--- src/rtl/phase_sweep_ctrl_if.sv ---
// Signal bundle between a phase-sweep controller and its host/shifter side.
// Handshake: start/abort/period_tick are single-cycle pulses sampled on rising clk; outputs are registered pulses/levels.
interface phase_sweep_ctrl_if;
    logic               start;
    logic               abort;
    logic signed [10:0] start_delay;
    logic signed [10:0] stop_delay;
    logic        [9:0]  step_size;
    logic        [7:0]  dwell;
    logic               period_tick;
    logic signed [10:0] delay_out;
    logic               delay_upd;
    logic               busy;
    logic               done;
    logic               err;
    logic        [1:0]  state_dbg;

    modport master (
        output start, abort, start_delay, stop_delay, step_size, dwell, period_tick,
        input  delay_out, delay_upd, busy, done, err, state_dbg
    );

    modport slave (
        input  start, abort, start_delay, stop_delay, step_size, dwell, period_tick,
        output delay_out, delay_upd, busy, done, err, state_dbg
    );
endinterface

--- src/rtl/phase_sweep_ctrl.sv ---
// Steps a phase-shifter delay from start to stop, holding each value for a
// programmable number of shifter periods; delay_out is never driven to zero.
module phase_sweep_ctrl (
    input  logic         clk,
    input  logic         rst_n,
    phase_sweep_ctrl_if.slave sweep
);

    localparam logic [1:0] S_IDLE  = 2'd0;
    localparam logic [1:0] S_ARM   = 2'd1;
    localparam logic [1:0] S_DWELL = 2'd2;
    localparam logic [1:0] S_DONE  = 2'd3;

    logic        [1:0]  state_q, state_d;
    logic signed [10:0] delay_q, delay_d;
    logic               upd_q, upd_d;
    logic               err_q, err_d;
    logic        [7:0]  cnt_q, cnt_d;
    logic signed [10:0] start_cfg_q, start_cfg_d;
    logic signed [10:0] stop_cfg_q, stop_cfg_d;
    logic        [9:0]  step_cfg_q, step_cfg_d;
    logic        [7:0]  dwell_cfg_q, dwell_cfg_d;
    logic               up_q, up_d;

    logic signed [11:0] delay_ext, step_ext, stop_ext, sum_raw, next_val;
    logic               out_of_range, past_stop, cfg_bad;

    // 12-bit arithmetic so an overshoot past the 11-bit range is seen, not wrapped
    assign delay_ext    = {delay_q[10], delay_q};
    assign step_ext     = {2'b00, step_cfg_q};
    assign stop_ext     = {stop_cfg_q[10], stop_cfg_q};
    assign sum_raw      = up_q ? (delay_ext + step_ext) : (delay_ext - step_ext);
    assign next_val     = (sum_raw == 12'sd0) ? (up_q ? 12'sd1 : -12'sd1) : sum_raw;
    assign out_of_range = (next_val > 12'sd1023) || (next_val < -12'sd1024);
    assign past_stop    = out_of_range || (up_q ? (next_val > stop_ext) : (next_val < stop_ext));

    assign cfg_bad = (sweep.start_delay == 11'sd0) || (sweep.stop_delay == 11'sd0) ||
                     (sweep.step_size == 10'd0) || (sweep.dwell == 8'd0);

    always_comb begin
        state_d     = state_q;
        delay_d     = delay_q;
        upd_d       = 1'b0;
        err_d       = 1'b0;
        cnt_d       = cnt_q;
        start_cfg_d = start_cfg_q;
        stop_cfg_d  = stop_cfg_q;
        step_cfg_d  = step_cfg_q;
        dwell_cfg_d = dwell_cfg_q;
        up_d        = up_q;
        if (sweep.abort) begin
            state_d = S_IDLE;
        end else begin
            case (state_q)
                S_IDLE: begin
                    if (sweep.start) begin
                        start_cfg_d = sweep.start_delay;
                        stop_cfg_d  = sweep.stop_delay;
                        step_cfg_d  = sweep.step_size;
                        dwell_cfg_d = sweep.dwell;
                        if (cfg_bad) begin
                            err_d = 1'b1;
                        end else begin
                            up_d    = (sweep.stop_delay >= sweep.start_delay);
                            state_d = S_ARM;
                        end
                    end
                end
                S_ARM: begin
                    if (sweep.period_tick) begin
                        delay_d = start_cfg_q;
                        upd_d   = 1'b1;
                        cnt_d   = dwell_cfg_q;
                        state_d = S_DWELL;
                    end
                end
                S_DWELL: begin
                    if (sweep.period_tick) begin
                        if (cnt_q == 8'd1) begin
                            if (past_stop) begin
                                state_d = S_DONE;
                            end else begin
                                delay_d = next_val[10:0];
                                upd_d   = 1'b1;
                                cnt_d   = dwell_cfg_q;
                            end
                        end else begin
                            cnt_d = cnt_q - 8'd1;
                        end
                    end
                end
                S_DONE:  state_d = S_IDLE;
                default: state_d = S_IDLE;
            endcase
        end
    end

    always_ff @(posedge clk or negedge rst_n) begin
        if (!rst_n) begin
            state_q     <= S_IDLE;
            delay_q     <= 11'sd1;
            upd_q       <= 1'b0;
            err_q       <= 1'b0;
            cnt_q       <= 8'd0;
            start_cfg_q <= 11'sd0;
            stop_cfg_q  <= 11'sd0;
            step_cfg_q  <= 10'd0;
            dwell_cfg_q <= 8'd0;
            up_q        <= 1'b0;
        end else begin
            state_q     <= state_d;
            delay_q     <= delay_d;
            upd_q       <= upd_d;
            err_q       <= err_d;
            cnt_q       <= cnt_d;
            start_cfg_q <= start_cfg_d;
            stop_cfg_q  <= stop_cfg_d;
            step_cfg_q  <= step_cfg_d;
            dwell_cfg_q <= dwell_cfg_d;
            up_q        <= up_d;
        end
    end

    assign sweep.delay_out = delay_q;
    assign sweep.delay_upd = upd_q;
    assign sweep.busy      = (state_q == S_ARM) || (state_q == S_DWELL);
    assign sweep.done      = (state_q == S_DONE);
    assign sweep.err       = err_q;
    assign sweep.state_dbg = state_q;

endmodule

--- src/flat_wrapper.sv ---
// flat-port wrapper written by rule: the top's interface ports become plain ports
module phase_sweep_ctrl_flat 
  (clk, rst_n, sweep_start, sweep_abort, sweep_start_delay, sweep_stop_delay, sweep_step_size, sweep_dwell, sweep_period_tick, sweep_delay_out, sweep_delay_upd, sweep_busy, sweep_done, sweep_err, sweep_state_dbg);
  phase_sweep_ctrl_if sweep_i ();
  input  logic clk;
  input  logic rst_n;
  input wire logic [$bits(sweep_i.start)-1:0] sweep_start;
  input wire logic [$bits(sweep_i.abort)-1:0] sweep_abort;
  input wire logic [$bits(sweep_i.start_delay)-1:0] sweep_start_delay;
  input wire logic [$bits(sweep_i.stop_delay)-1:0] sweep_stop_delay;
  input wire logic [$bits(sweep_i.step_size)-1:0] sweep_step_size;
  input wire logic [$bits(sweep_i.dwell)-1:0] sweep_dwell;
  input wire logic [$bits(sweep_i.period_tick)-1:0] sweep_period_tick;
  output wire logic [$bits(sweep_i.delay_out)-1:0] sweep_delay_out;
  output wire logic [$bits(sweep_i.delay_upd)-1:0] sweep_delay_upd;
  output wire logic [$bits(sweep_i.busy)-1:0] sweep_busy;
  output wire logic [$bits(sweep_i.done)-1:0] sweep_done;
  output wire logic [$bits(sweep_i.err)-1:0] sweep_err;
  output wire logic [$bits(sweep_i.state_dbg)-1:0] sweep_state_dbg;
  assign sweep_i.start = sweep_start;
  assign sweep_i.abort = sweep_abort;
  assign sweep_i.start_delay = sweep_start_delay;
  assign sweep_i.stop_delay = sweep_stop_delay;
  assign sweep_i.step_size = sweep_step_size;
  assign sweep_i.dwell = sweep_dwell;
  assign sweep_i.period_tick = sweep_period_tick;
  assign sweep_delay_out = sweep_i.delay_out;
  assign sweep_delay_upd = sweep_i.delay_upd;
  assign sweep_busy = sweep_i.busy;
  assign sweep_done = sweep_i.done;
  assign sweep_err = sweep_i.err;
  assign sweep_state_dbg = sweep_i.state_dbg;
  phase_sweep_ctrl u_core (.clk(clk), .rst_n(rst_n), .sweep(sweep_i));
endmodule
--- config.mk ---
export PLATFORM = sky130hd
export DESIGN_NAME = phase_sweep_ctrl_flat
export DESIGN_NICKNAME = d
export VERILOG_FILES = /design/src/rtl/phase_sweep_ctrl_if.sv /design/src/rtl/phase_sweep_ctrl.sv /design/src/flat_wrapper.sv
export SDC_FILE = /design/constraint.sdc
export NUM_CORES = 1
export LEC_CHECK = 0
export ABC_AREA = 0
export CORE_ASPECT_RATIO = 1.25
export CORE_MARGIN = 5
export CORE_UTILIZATION = 55
export DETAILED_ROUTE_END_ITERATION = 10
export DONT_BUFFER_PORTS = 1
export PLACE_DENSITY = 0.7
export SYNTH_ARGS = -nofsm -noshare
export SYNTH_HDL_FRONTEND = slang
export SYNTH_SLANG_ARGS = --single-unit
--- constraint.sdc ---
create_clock -name clk -period 7.65 [get_ports clk]
set_input_delay 0.765 -clock clk [delete_from_list [all_inputs] [get_ports clk]]
set_output_delay 0.765 -clock clk [all_outputs]
set_load 0.01 [all_outputs]
==> impl_metrics.yaml <==
setup_path:
  critPathRequiredTime_ps: 7880
  arrival_ps: 7040
  crit_path_start_kind: "flop"
  crit_buf_inv: 0
  worstPathMaxFanout: 21
  cpPeakStageDelay_ps: 690
  path_delay_family: "simple AND/OR/NAND/NOR gates"
  crit_type: "flop to flop"
  worstPathCellList: "or3_4 -> nor3b_1 -> nor2_1 -> xnor2_1 -> ha_1 -> a21o_1 -> a211oi_1 -> nand2b_1 -> xor2_1 -> nand4_1 -> or4b_4 -> nand2_1 -> ha_1 -> a211oi_1 -> o22ai_1 -> nor3_1 -> mux2i_1 -> mux2i_1 -> nor4_1 -> nor2_2 -> mux2_1"
  cp_slowest_cell: "nor2_2"
  end_kind: "flop"
sta:
  tightest_slew_ps: 851
  rsz0062_at_grt: "false"
  fin_crit_sh_pct: 88.9
  relSlewSlack_pct: 43.2
  fmax_ghz: 0.147
  clock_skew_ps: 10.2
  finalHoldViolCount: 0
  finalSetupViolations: 0
  finalMaxSlewViolations: 0
  tns_ps: 0
  period_minus_slack_ps: 6800
final_layout:
  multi_input_area_sq_mm: 0.00268
  nets: 554
  area_growth_pct: 5.08
  regArea_sq_mm: 0.00160
  drive_above_1_share_pct: 15.1
  design_area_sq_mm: 0.00471
  final_cell_mix: "dfrtp_1, ha_1, nor2_1"
  mostFrequentLayoutCell: "dfrtp_1"
  antenna_cells: 0
  fillCellCount: 667
detailed_routing:
  routedWlPerCell_um: 18.6
  drt-total-wl_um: 10500
  wl_met2_um: 5300
  vias_per_cell: 6.00
  highest_layer: "met4"
  num_vias: 3397
  drt.antenna.violating_nets: 0
  wirelength_met1_um: 4380
  wl_met3_um: 640
  drc: 0
  first_pass_iters: 5
  drt_iter0_markers: 219
die:
  core_area_sq_mm: 0.00788
  initial_core_util_pct: 56.8
  ios: 62
  die_h_um: 111
  die_w_um: 90.7
  die-area_sq_mm: 0.0101
  rows: 36
cts:
  numClockSinks: 64
  cts_buffers: 9
  cts_tree: "yes"
  insertion_delay_ps: 350
  htree_levels: 3
  clockRootBuffer: "clkbuf_8"
  cts-resized-gates: 0
  clockBufferDepth: 2
  clkSlewWorstSetupHoldPaths_ps: 70
  ctsHoldBuffers: 0
  cts_setup_buffers: 0
synth:
  syn_nets: 556
  synthArstFlopShare_pct: 100
  ys_ff_latch: 64
  synthCells: 468
  syn_area_per_cell_sq_um: 9.57
  synth_edf_count: 0
  syn_area_sq_mm: 0.00448
  synthFlopType: "dfrtp_1"
  yosys.area.top_type: "dfrtp_1"
  post_synth_num_cell_types: 58
  yosys_warnings: 0
  synth_top_cell_area_share_pct: 35.2
  yosysSeqAreaShare_pct: 35.8
  ys_top_cells_by_area: "dfrtp_1, ha_1, mux2_2"
global_route:
  grt_pass1_wl_um: 17400
  antenna_found_initial: 0
  grt_pass1_vias: 3531
  grt_max_degree: 65
  overflow: 0
  grt_usage_pct: 21.4
placed_design:
  dpl.hpwl_um: 8140
  port_buffers: 0
  placed_area_sq_mm: 0.00454
  gp_routability_congestion: 0.881
worst_hold_path:
  min_path_type: "input port to async pin"
flow_run:
  cap_violations: 0
run_status:
  outcome: "finished clean"
-- final timing paths --
| kind | end | cells past startpoint | slack (ps) | start |
|---|---|---|---|---|
| setup reg to reg | u_core.sweep.delay_out[10] | 21 | 850 | u_core.step_cfg_q[2] |
| hold / removal | u_core.step_cfg_q[0] | 0 | 100 | rst_n |
| hold reg to reg | u_core.start_cfg_q[6] | 2 | 490 | u_core.start_cfg_q[6] |
| max in group asynchronous | u_core.sweep.delay_out[0] | 0 | 7360 | rst_n |
| setup / recovery | u_core.sweep.delay_out[10] | 21 | 850 | u_core.step_cfg_q[2] |
| min in group clk | u_core.sweep.state_dbg[1] | 1 | 460 | sweep_abort |
-- cells in the mapped netlist, types with 3 or more instances --
| cell | number |
|---|---|
| a21o_1 | 4 |
| o21ai_0 | 29 |
| o22ai_1 | 4 |
| xor2_1 | 11 |
| nor3b_1 | 4 |
| nor3_1 | 14 |
| a21oi_1 | 27 |
| nand3_1 | 5 |
| xnor2_1 | 8 |
| dfrtp_1 | 63 |
| nand2b_1 | 6 |
| nor4_1 | 11 |
| and3_1 | 3 |
| mux2i_1 | 5 |
| mux2_4 | 9 |
| nand2_1 | 36 |
| inv_1 | 34 |
| clkbuf_1 | 12 |
| o21a_1 | 6 |
| nor2_1 | 38 |
| ha_1 | 42 |
| nor2b_1 | 3 |
| nand4_1 | 7 |
| a31oi_1 | 13 |
| and2_1 | 3 |
| mux2_2 | 30 |
| a211oi_1 | 5 |
-- per-layer routing --
| layer | track usage (%) | vias to the layer above |
|---|---|---|
| met2 | 35.8 | 92 |
| met5 | 0 | - |
| li1 | - | 1678 |
| met4 | 8.04 | 0 |
| met1 | 25.9 | 1609 |
| met3 | 6.11 | 18 |
-- layout make-up --
class	instances	share of cell area, %
well taps	95	2.53
inverters	34	2.71
repair buffers	2	0.319
clock inverters	3	0.372
multi-input cells	355	56.9
flip-flops and latches	64	34.1
clock buffers	13	3.16
-- worst reg2reg max path, delay by kind of cell, from the launching register on --
| family | cells | cell delay, ps |
|---|---|---|
| AOI/OAI and AO/OA | 4 | 940 |
| xor gates and xnor gates | 2 | 450 |
| and+or+nand+nor | 10 | 3160 |
| DFF | 1 | 460 |
| muxes | 3 | 1050 |
| adders and majority gates | 2 | 610 |
-- sequential cells by signal, summed over array words and instances, names as in the netlist --
register	cells
u_core.sweep.delay_out	11
u_core.sweep.err	1
u_core.cnt_q	8
u_core.start_cfg_q	11
u_core.up_q	1
u_core.sweep.state_dbg	2
u_core.dwell_cfg_q	8
u_core.step_cfg_q	10
u_core.stop_cfg_q	11
u_core.sweep.delay_upd	1
-- metrics by stage --
stage	setup slack [ps]	instances	hold slack, ps	util [%]
after floorplan	1990	468	451	-
after global placement	1050	550	467	57.6
after detailed placement	952	550	472	57.6
after CTS	890	566	85.7	59.7
after global routing	533	566	80.1	59.7
final	846	566	100	59.7
-- cell families after synthesis --
logic type | count (synthesis) | share of synthesized area (%)
multiplexers | 45 | 11.9
adder cells (fa/ha/maj) | 43 | 12.2
XOR/XNOR | 20 | 4.08
buffers and inverters | 49 | 4.47
flip-flops | 64 | 35.8
AO/OA/AOI/OAI | 106 | 15.2
AND/OR/NAND/NOR | 141 | 16.4
Power is left out: the tool's default activity adds up to more than one toggle a clock period on the data nets, which glitch-free logic cannot reach.
